[src/rtl/heater_pkg.sv]
// Shared definitions for the heater command controller: word layout,
// opcodes, mode and reply-FSM encodings, status bit positions and reset values.
package heater_pkg;

  localparam int WIDTH = 12;

  // Reset defaults and limits (degC unless noted)
  localparam logic [7:0]  SP_DEFAULT   = 8'd50;
  localparam logic [3:0]  HYST_DEFAULT = 4'd2;
  localparam logic [7:0]  SP_MIN       = 8'd20;
  localparam logic [7:0]  SP_MAX       = 8'd90;
  localparam logic [11:0] OVERTEMP     = 12'd380;  // TEMP units, 0.25 degC/LSB

  // Opcodes carried in word bits [11:8]
  localparam logic [3:0] OP_NOP       = 4'h0;
  localparam logic [3:0] OP_WR_SP     = 4'h1;
  localparam logic [3:0] OP_WR_HYST   = 4'h2;
  localparam logic [3:0] OP_SET_MODE  = 4'h3;
  localparam logic [3:0] OP_RD_TEMP   = 4'h4;
  localparam logic [3:0] OP_RD_STATUS = 4'h5;
  localparam logic [3:0] OP_RD_SP     = 4'h6;
  localparam logic [3:0] OP_CLR_FAULT = 4'h7;

  typedef enum logic [1:0] {
    MODE_OFF   = 2'd0,
    MODE_AUTO  = 2'd1,
    MODE_FORCE = 2'd2
  } mode_t;
  localparam logic [1:0] MODE_INVALID = 2'd3;

  // Status reply layout
  localparam int ST_BIT_FAULT   = 11;
  localparam int ST_BIT_HEATER  = 10;
  localparam int ST_BIT_MODE_LO = 8;
  localparam int ST_BIT_OVR     = 7;
  localparam int ST_BIT_ERR_LO  = 0;

  typedef enum logic [1:0] {
    ST_IDLE = 2'd0,
    ST_SEND = 2'd1,
    ST_GAP  = 2'd2
  } reply_state_t;

  // Last count value in SEND (start bit + WIDTH data bits) and in GAP
  localparam logic [3:0] SEND_LAST = 4'(WIDTH);
  localparam logic [3:0] GAP_LAST  = 4'd1;

  function automatic logic [7:0] clamp_sp(input logic [7:0] val);
    if (val < SP_MIN) return SP_MIN;
    if (val > SP_MAX) return SP_MAX;
    return val;
  endfunction

endpackage

[src/rtl/heater_cmd_ctrl_if.sv]
// Word-level link between the SPI slave front end and the command controller.
// master = SPI front end (delivers received words), slave = controller.
interface heater_cmd_ctrl_if;
  import heater_pkg::*;

  logic [WIDTH-1:0] DATA_MOSI;
  logic             dflag;
  logic [WIDTH-1:0] DATA_MISO;
  logic             MISOflag;

  modport master (
    output DATA_MOSI,
    output dflag,
    input  DATA_MISO,
    input  MISOflag
  );

  modport slave (
    input  DATA_MOSI,
    input  dflag,
    output DATA_MISO,
    output MISOflag
  );

endinterface

[src/rtl/heater_thermostat.sv]
// Hysteresis thermostat with mode gating and a sticky over-temperature latch.
// Demand is remembered separately from the fault so that clearing a fault
// restores the heater to whatever the thermostat last asked for.
module heater_thermostat
  import heater_pkg::*;
(
  input  logic        CLK,
  input  logic        RST_N,
  input  logic [11:0] TEMP,
  input  logic        TEMP_VALID,
  input  logic [7:0]  SETPOINT,
  input  logic [3:0]  hyst,
  input  mode_t       mode,
  input  logic        clr_fault_req,
  output logic        HEATER_EN,
  output logic        FAULT
);

  logic [7:0] lo_deg;
  logic [9:0] lo_x4;
  logic [9:0] sp_x4;
  logic       demand_reg, demand_next;
  logic       fault_reg, fault_next;
  logic       heater_reg;

  // Thresholds in TEMP units, lower threshold floored at zero
  always_comb begin
    lo_deg = (SETPOINT > {4'b0000, hyst}) ? (SETPOINT - {4'b0000, hyst}) : 8'd0;
    lo_x4  = {lo_deg, 2'b00};
    sp_x4  = {SETPOINT, 2'b00};
  end

  // Next demand and fault; a fresh over-temperature reading beats a clear
  always_comb begin
    demand_next = demand_reg;
    fault_next  = fault_reg;
    if (TEMP_VALID) begin
      case (mode)
        MODE_OFF:   demand_next = 1'b0;
        MODE_FORCE: demand_next = 1'b1;
        MODE_AUTO: begin
          if (TEMP < {2'b00, lo_x4})
            demand_next = 1'b1;
          else if (TEMP >= {2'b00, sp_x4})
            demand_next = 1'b0;
        end
        default: demand_next = 1'b0;
      endcase
    end
    if (clr_fault_req)
      fault_next = 1'b0;
    if (TEMP_VALID && (TEMP >= OVERTEMP))
      fault_next = 1'b1;
  end

  // Register demand, fault and the gated heater drive
  always_ff @(posedge CLK) begin
    if (!RST_N) begin
      demand_reg <= 1'b0;
      fault_reg  <= 1'b0;
      heater_reg <= 1'b0;
    end else begin
      demand_reg <= demand_next;
      fault_reg  <= fault_next;
      heater_reg <= demand_next & ~fault_next;
    end
  end

  assign HEATER_EN = heater_reg;
  assign FAULT     = fault_reg;

endmodule

[src/rtl/heater_cmd_ctrl.sv]
// Command decoder and reply engine behind the SPI slave. Decodes received
// words into register writes / read requests, serialises replies through a
// SEND/GAP framing FSM with a one-deep pending buffer, and hosts the thermostat.
module heater_cmd_ctrl
  import heater_pkg::*;
(
  input  logic              CLK,
  input  logic              RST_N,
  heater_cmd_ctrl_if.slave  spi,
  input  logic [11:0]       TEMP,
  input  logic              TEMP_VALID,
  output logic [7:0]        SETPOINT,
  output logic              HEATER_EN,
  output logic              FAULT
);

  logic [3:0]       opcode;
  logic [7:0]       payload;

  logic [7:0]       sp_reg;
  logic [3:0]       hyst_reg;
  mode_t            mode_reg;
  logic [3:0]       err_cnt_reg;
  logic             ovr_reg;
  logic [11:0]      temp_latched_reg;

  reply_state_t     state_reg;
  logic [3:0]       cnt_reg;
  logic [WIDTH-1:0] miso_reg;
  logic             flag_reg;
  logic             pend_valid_reg;
  logic [WIDTH-1:0] pend_data_reg;
  logic             pend_status_reg;

  logic [WIDTH-1:0] status_word;
  logic             is_read;
  logic             rd_status;
  logic [WIDTH-1:0] rd_data;
  logic             bad_cmd;
  logic             clr_fault_req;
  logic             launch;
  logic             load_en;
  logic [WIDTH-1:0] load_data;
  logic             load_status;
  logic             pend_wr;
  logic             pend_clr;
  logic             drop;

  assign opcode  = spi.DATA_MOSI[11:8];
  assign payload = spi.DATA_MOSI[7:0];

  // Status word as seen before this edge's updates
  always_comb begin
    status_word                         = '0;
    status_word[ST_BIT_FAULT]           = FAULT;
    status_word[ST_BIT_HEATER]          = HEATER_EN;
    status_word[ST_BIT_MODE_LO +: 2]    = mode_reg;
    status_word[ST_BIT_OVR]             = ovr_reg;
    status_word[ST_BIT_ERR_LO +: 4]     = err_cnt_reg;
  end

  // Decode the word on the dflag cycle into read requests and error events
  always_comb begin
    is_read       = 1'b0;
    rd_status     = 1'b0;
    rd_data       = '0;
    bad_cmd       = 1'b0;
    clr_fault_req = 1'b0;
    if (spi.dflag) begin
      case (opcode)
        OP_NOP, OP_WR_SP, OP_WR_HYST: ;
        OP_SET_MODE: bad_cmd = (payload[1:0] == MODE_INVALID);
        OP_RD_TEMP: begin
          is_read = 1'b1;
          rd_data = TEMP_VALID ? TEMP : temp_latched_reg;
        end
        OP_RD_STATUS: begin
          is_read   = 1'b1;
          rd_status = 1'b1;
          rd_data   = status_word;
        end
        OP_RD_SP: begin
          is_read = 1'b1;
          rd_data = {4'b0000, sp_reg};
        end
        OP_CLR_FAULT: begin
          if (temp_latched_reg < OVERTEMP)
            clr_fault_req = 1'b1;
          else
            bad_cmd = 1'b1;
        end
        default: bad_cmd = 1'b1;
      endcase
    end
  end

  // Link is free to start a reply in IDLE or on the last GAP cycle; the
  // pending entry always goes out before a newly arriving read.
  always_comb begin
    launch      = (state_reg == ST_IDLE) || ((state_reg == ST_GAP) && (cnt_reg == GAP_LAST));
    load_en     = launch && (pend_valid_reg || is_read);
    load_data   = pend_valid_reg ? pend_data_reg : rd_data;
    load_status = pend_valid_reg ? pend_status_reg : rd_status;
    pend_wr     = is_read && (pend_valid_reg == launch);
    pend_clr    = pend_valid_reg && launch && !is_read;
    drop        = is_read && pend_valid_reg && !launch;
  end

  // Configuration, error counter, overflow flag and latched temperature
  always_ff @(posedge CLK) begin
    if (!RST_N) begin
      sp_reg           <= SP_DEFAULT;
      hyst_reg         <= HYST_DEFAULT;
      mode_reg         <= MODE_OFF;
      err_cnt_reg      <= '0;
      ovr_reg          <= 1'b0;
      temp_latched_reg <= '0;
    end else begin
      if (spi.dflag && (opcode == OP_WR_SP))
        sp_reg <= clamp_sp(payload);
      if (spi.dflag && (opcode == OP_WR_HYST))
        hyst_reg <= payload[3:0];
      if (spi.dflag && (opcode == OP_SET_MODE) && (payload[1:0] != MODE_INVALID))
        mode_reg <= mode_t'(payload[1:0]);
      if (TEMP_VALID)
        temp_latched_reg <= TEMP;
      if ((bad_cmd || drop) && (err_cnt_reg != 4'hF))
        err_cnt_reg <= err_cnt_reg + 4'd1;
      if (drop)
        ovr_reg <= 1'b1;
      else if (load_en && load_status)
        ovr_reg <= 1'b0;
    end
  end

  // Reply FSM with registered DATA_MISO/MISOflag and the pending buffer
  always_ff @(posedge CLK) begin
    if (!RST_N) begin
      state_reg       <= ST_IDLE;
      cnt_reg         <= '0;
      miso_reg        <= '0;
      flag_reg        <= 1'b0;
      pend_valid_reg  <= 1'b0;
      pend_data_reg   <= '0;
      pend_status_reg <= 1'b0;
    end else begin
      if (load_en) begin
        state_reg <= ST_SEND;
        cnt_reg   <= '0;
        miso_reg  <= load_data;
        flag_reg  <= 1'b1;
      end else begin
        case (state_reg)
          ST_SEND: begin
            if (cnt_reg == SEND_LAST) begin
              state_reg <= ST_GAP;
              cnt_reg   <= '0;
              flag_reg  <= 1'b0;
            end else begin
              cnt_reg <= cnt_reg + 4'd1;
            end
          end
          ST_GAP: begin
            if (cnt_reg == GAP_LAST)
              state_reg <= ST_IDLE;
            else
              cnt_reg <= cnt_reg + 4'd1;
          end
          default: state_reg <= ST_IDLE;
        endcase
      end
      if (pend_wr) begin
        pend_valid_reg  <= 1'b1;
        pend_data_reg   <= rd_data;
        pend_status_reg <= rd_status;
      end else if (pend_clr) begin
        pend_valid_reg <= 1'b0;
      end
    end
  end

  assign spi.DATA_MISO = miso_reg;
  assign spi.MISOflag  = flag_reg;
  assign SETPOINT      = sp_reg;

  heater_thermostat u_thermostat (
    .CLK           (CLK),
    .RST_N         (RST_N),
    .TEMP          (TEMP),
    .TEMP_VALID    (TEMP_VALID),
    .SETPOINT      (sp_reg),
    .hyst          (hyst_reg),
    .mode          (mode_reg),
    .clr_fault_req (clr_fault_req),
    .HEATER_EN     (HEATER_EN),
    .FAULT         (FAULT)
  );

endmodule
[src/flat_wrapper.sv]
// flat-port wrapper written by rule: the top's interface ports become plain ports
module heater_cmd_ctrl_flat import heater_pkg::*;
  (CLK, RST_N, TEMP, TEMP_VALID, SETPOINT, HEATER_EN, FAULT, spi_DATA_MOSI, spi_dflag, spi_DATA_MISO, spi_MISOflag);
  heater_cmd_ctrl_if spi_i ();
  input  logic CLK;
  input  logic RST_N;
  input  logic [11:0] TEMP;
  input  logic TEMP_VALID;
  output logic [7:0] SETPOINT;
  output logic HEATER_EN;
  output logic FAULT;
  input wire logic [$bits(spi_i.DATA_MOSI)-1:0] spi_DATA_MOSI;
  input wire logic [$bits(spi_i.dflag)-1:0] spi_dflag;
  output wire logic [$bits(spi_i.DATA_MISO)-1:0] spi_DATA_MISO;
  output wire logic [$bits(spi_i.MISOflag)-1:0] spi_MISOflag;
  assign spi_i.DATA_MOSI = spi_DATA_MOSI;
  assign spi_i.dflag = spi_dflag;
  assign spi_DATA_MISO = spi_i.DATA_MISO;
  assign spi_MISOflag = spi_i.MISOflag;
  heater_cmd_ctrl u_core (.CLK(CLK), .RST_N(RST_N), .spi(spi_i), .TEMP(TEMP), .TEMP_VALID(TEMP_VALID), .SETPOINT(SETPOINT), .HEATER_EN(HEATER_EN), .FAULT(FAULT));
endmodule
[config.mk]
export PLATFORM = sky130hd
export DESIGN_NAME = heater_cmd_ctrl_flat
export DESIGN_NICKNAME = d
export VERILOG_FILES = /design/src/rtl/heater_pkg.sv /design/src/rtl/heater_cmd_ctrl_if.sv /design/src/rtl/heater_thermostat.sv /design/src/rtl/heater_cmd_ctrl.sv /design/src/flat_wrapper.sv
export SDC_FILE = /design/constraint.sdc
export NUM_CORES = 1
export LEC_CHECK = 0
export BUFFER_PORTS_ARGS = -buffer_cell sky130_fd_sc_hd__buf_2
export CAP_MARGIN = 30
export CORE_ASPECT_RATIO = 1.25
export CORE_UTILIZATION = 45
export CTS_CLUSTER_DIAMETER = 40
export DETAILED_ROUTE_END_ITERATION = 8
export GPL_ROUTABILITY_DRIVEN = 0
export GPL_TIMING_DRIVEN = 0
export HOLD_SLACK_MARGIN = 0.1
export MAX_ROUTING_LAYER = met4
export PLACE_DENSITY = 0.63
export REMOVE_ABC_BUFFERS = 1
export SLEW_MARGIN = 15
export SYNTH_ARGS = -nofsm -noshare
export SYNTH_HDL_FRONTEND = slang
export SYNTH_SLANG_ARGS = --single-unit
[constraint.sdc]
create_clock -name CLK -period 3.11 [get_ports CLK]
set_input_delay 0.4665 -clock CLK [delete_from_list [all_inputs] [get_ports CLK]]
set_output_delay 0.4665 -clock CLK [all_outputs]
set_load 0.02 [all_outputs]
==> results.cfg <==
[synth]
async_reset_ff_frac = 0
yosys-top-cells-count = nand2_1, dfxtp_1, nor2_1
synth_cell_types = 61
synth_top_area_cell = dfxtp_1
synth_edf_count = 0
netlist_instances = 477
post-synth-top-count-cell = nand2_1
ys_ff_latch = 67
synth.avg_cell_area_um2 = 8.14
seq_area_frac_synth = 0.345
syn_area_um2 = 3880
synth_ff_type = dfxtp_1
synth_area_leaders = dfxtp_1, ha_1, nand2_1, mux2i_1, nor2_1
yosys_warnings = 0
netlist.area_leader.share = 0.345

[clocking]
cts_root_buffer = clkbuf_8
cts_tree = yes
clock_sinks = 67
clkTransAtPathRegs_ns = 0.07
htreeDepth = 3
clk_path_buf_depth = 2
clock_latency_ns = 0.35
cts_made_buffers = 9
cts_hold_buf = 0

[die]
start_util = 0.469
core.rowCount = 37
die_w_um = 85.1
core_area_um2 = 8290
io_pins = 51
dieHeight_um = 106
dieArea_um2 = 9010

[setup_path]
start_kind = register
critical_path.most_common_cell = ha_1
critPathKind = register to register
path_max_fanout = 6
r2r_setup_slack_ns = 0.17
critical-path-slowest-cell = fa_1
critPathRequiredTime_ns = 3.39
cp-end-kind = register
cpPeakStageDelay_ns = 0.39
worstPathArrival_ns = 3.22
crit_chain = inv_1 -> ha_1 -> fa_1 -> nand2b_4 -> a21oi_2 -> a211o_1 -> nand2_1 -> ha_1 -> a21o_1 -> a211oi_1 -> or3_1 -> o2111ai_2 -> a21oi_1

[timing]
fin_skew_ns = 0.00946
hold_ws_ns = 0.415
relSlewSlack = 0.461
fmax_ghz = 0.340
fin_ws_ns = 0.169
final-hold-violation-count = 0
maxSlewViolCount = 0
tightestPinTransition_ns = 0.807
setup_viol = 0
finalCriticalPeriod_ns = 2.94
fin_crit_sh = 0.946

[global_route]
grt_pass1_vias = 3361
grt_usage = 0.235
grt_pass1_wl_um = 16000
antenna_found_initial = 0
grt_start_max_net_pins = 41
overflow = 0

[detailed_routing]
final_antenna_net_count = 0
via_per_inst = 5.68
drtPass1Iterations = 4
drc_errors = 0
first_iter_violations = 175
routed_wl_um = 9720
num_vias = 3527
routedWlPerCell_um = 15.7

[status]
status = complete, no violations

[finish]
drive_above_1_share = 0.158
diodes = 0
syn2layout_area_growth_pct = 13.6
final_net_count = 574

[worst_hold_path]
hold_path.class = input pin to register

[placement]
hpwl_um = 7200
io_buffers = 50
place_ws_ns = -0.0891

[power_and_ir_drop]
ir_worst_vdd_mv = 0.251
power_leakage_uw = 0.00181
p_per_area_nw_per_um2 = 439

[flow_run]
drv_cap = 0
[cell type report]
cell class	instances	area (µm²)
Tap cell	97	121
Fill cell	792	3880
Sequential cell	67	1350
Clock inverter	6	88.8
Clock buffer	10	138
Timing Repair Buffer	51	258
Inverter	24	90.1
Multi-Input combinational cell	366	2370
[final timing paths]
check	to	from	cells after the start
setup / recovery	u_core.u_thermostat.HEATER_EN	u_core.SETPOINT[0]	13
hold / removal	u_core.hyst_reg[3]	spi_DATA_MOSI[3]	3
setup reg to reg	u_core.u_thermostat.HEATER_EN	u_core.SETPOINT[0]	13
hold reg to reg	u_core.pend_data_reg[7]	u_core.pend_data_reg[7]	2
[worst max-delay path, delay by kind of cell, from the launching register on]
kind                       cells  cell delay (ns)
buffers and inverters          1             0.05
DFF                            1             0.38
AOI/OAI and AO/OA              6             1.16
and+or+nand+nor                3             0.40
adders and majority gates      3             0.89
[report_power, final]
| group | switching (µW) | leakage [µW] | internal [µW] |
|---|---|---|---|
| Clock | 344 | 0.000108 | 473 |
| Combinational | 139 | 0.00116 | 84.8 |
| Sequential | 18.4 | 0.000544 | 875 |
[kinds of logic after synthesis]
family | after synthesis | synth area share
and+or+nand+nor | 200 | 0.251
AOI/OAI and AO/OA | 117 | 0.209
DFF | 67 | 0.345
buffers and inverters | 44 | 0.0503
adders and majority gates | 27 | 0.0889
muxes | 19 | 0.0490
xor gates and xnor gates | 3 | 0.00677
[routing by layer]
metal  wire, µm  global-route usage
met4        215              0.0981
met5          0                   -
met1       4240               0.274
met2       4850               0.393
met3        409              0.0462
[placed cells by master (no fill, tap or decap), types with 3 or more instances in the layout]
master,netlist,routed
nand2_1,68,68
mux2i_1,19,19
a21oi_1,21,20
o21a_1,7,7
and2_1,3,3
nand3_1,13,13
a211oi_1,4,4
a21oi_2,2,3
clkbuf_8,0,10
dfxtp_1,67,66
a22o_1,12,12
inv_1,24,23
a41oi_1,3,3
o211ai_1,7,7
nor2_1,48,48
nor3_1,9,9
nand4_1,7,7
ha_1,26,26
nor2b_1,5,5
o31a_1,4,4
a21o_1,3,3
nand2b_1,10,9
o21ai_0,33,31
buf_2,5,50
nor4_1,8,7
nor3b_1,5,5
nand3b_1,14,14
o21ai_1,2,4
[per-stage QoR]
stage | utilization | TNS (ns) | std cells | power, µW | instance area [µm²]
CTS | 0.529 | 0 | 620 | 1950 | 4380
floorplan | - | 0 | 457 | 1040 | 3780
finish | 0.532 | 0 | 621 | 1930 | 4410
global placement | 0.501 | -0.133 | 604 | 1130 | 4150
detailed placement | 0.501 | -0.140 | 604 | 1130 | 4150
global route | 0.532 | -0.0401 | 621 | 2020 | 4410
[repair_timing]
| action | CTS | global route |
|---|---|---|
| gates resized for setup | 2 | 6 |
| endpoints found under the setup margin | 2 | 2 |
| hold endpoints to repair | 0 | 0 |
| pin swaps | 0 | 4 |
| buffers inserted | 0 | 1 |
No activity file was read; power rests on OpenSTA's default activity.
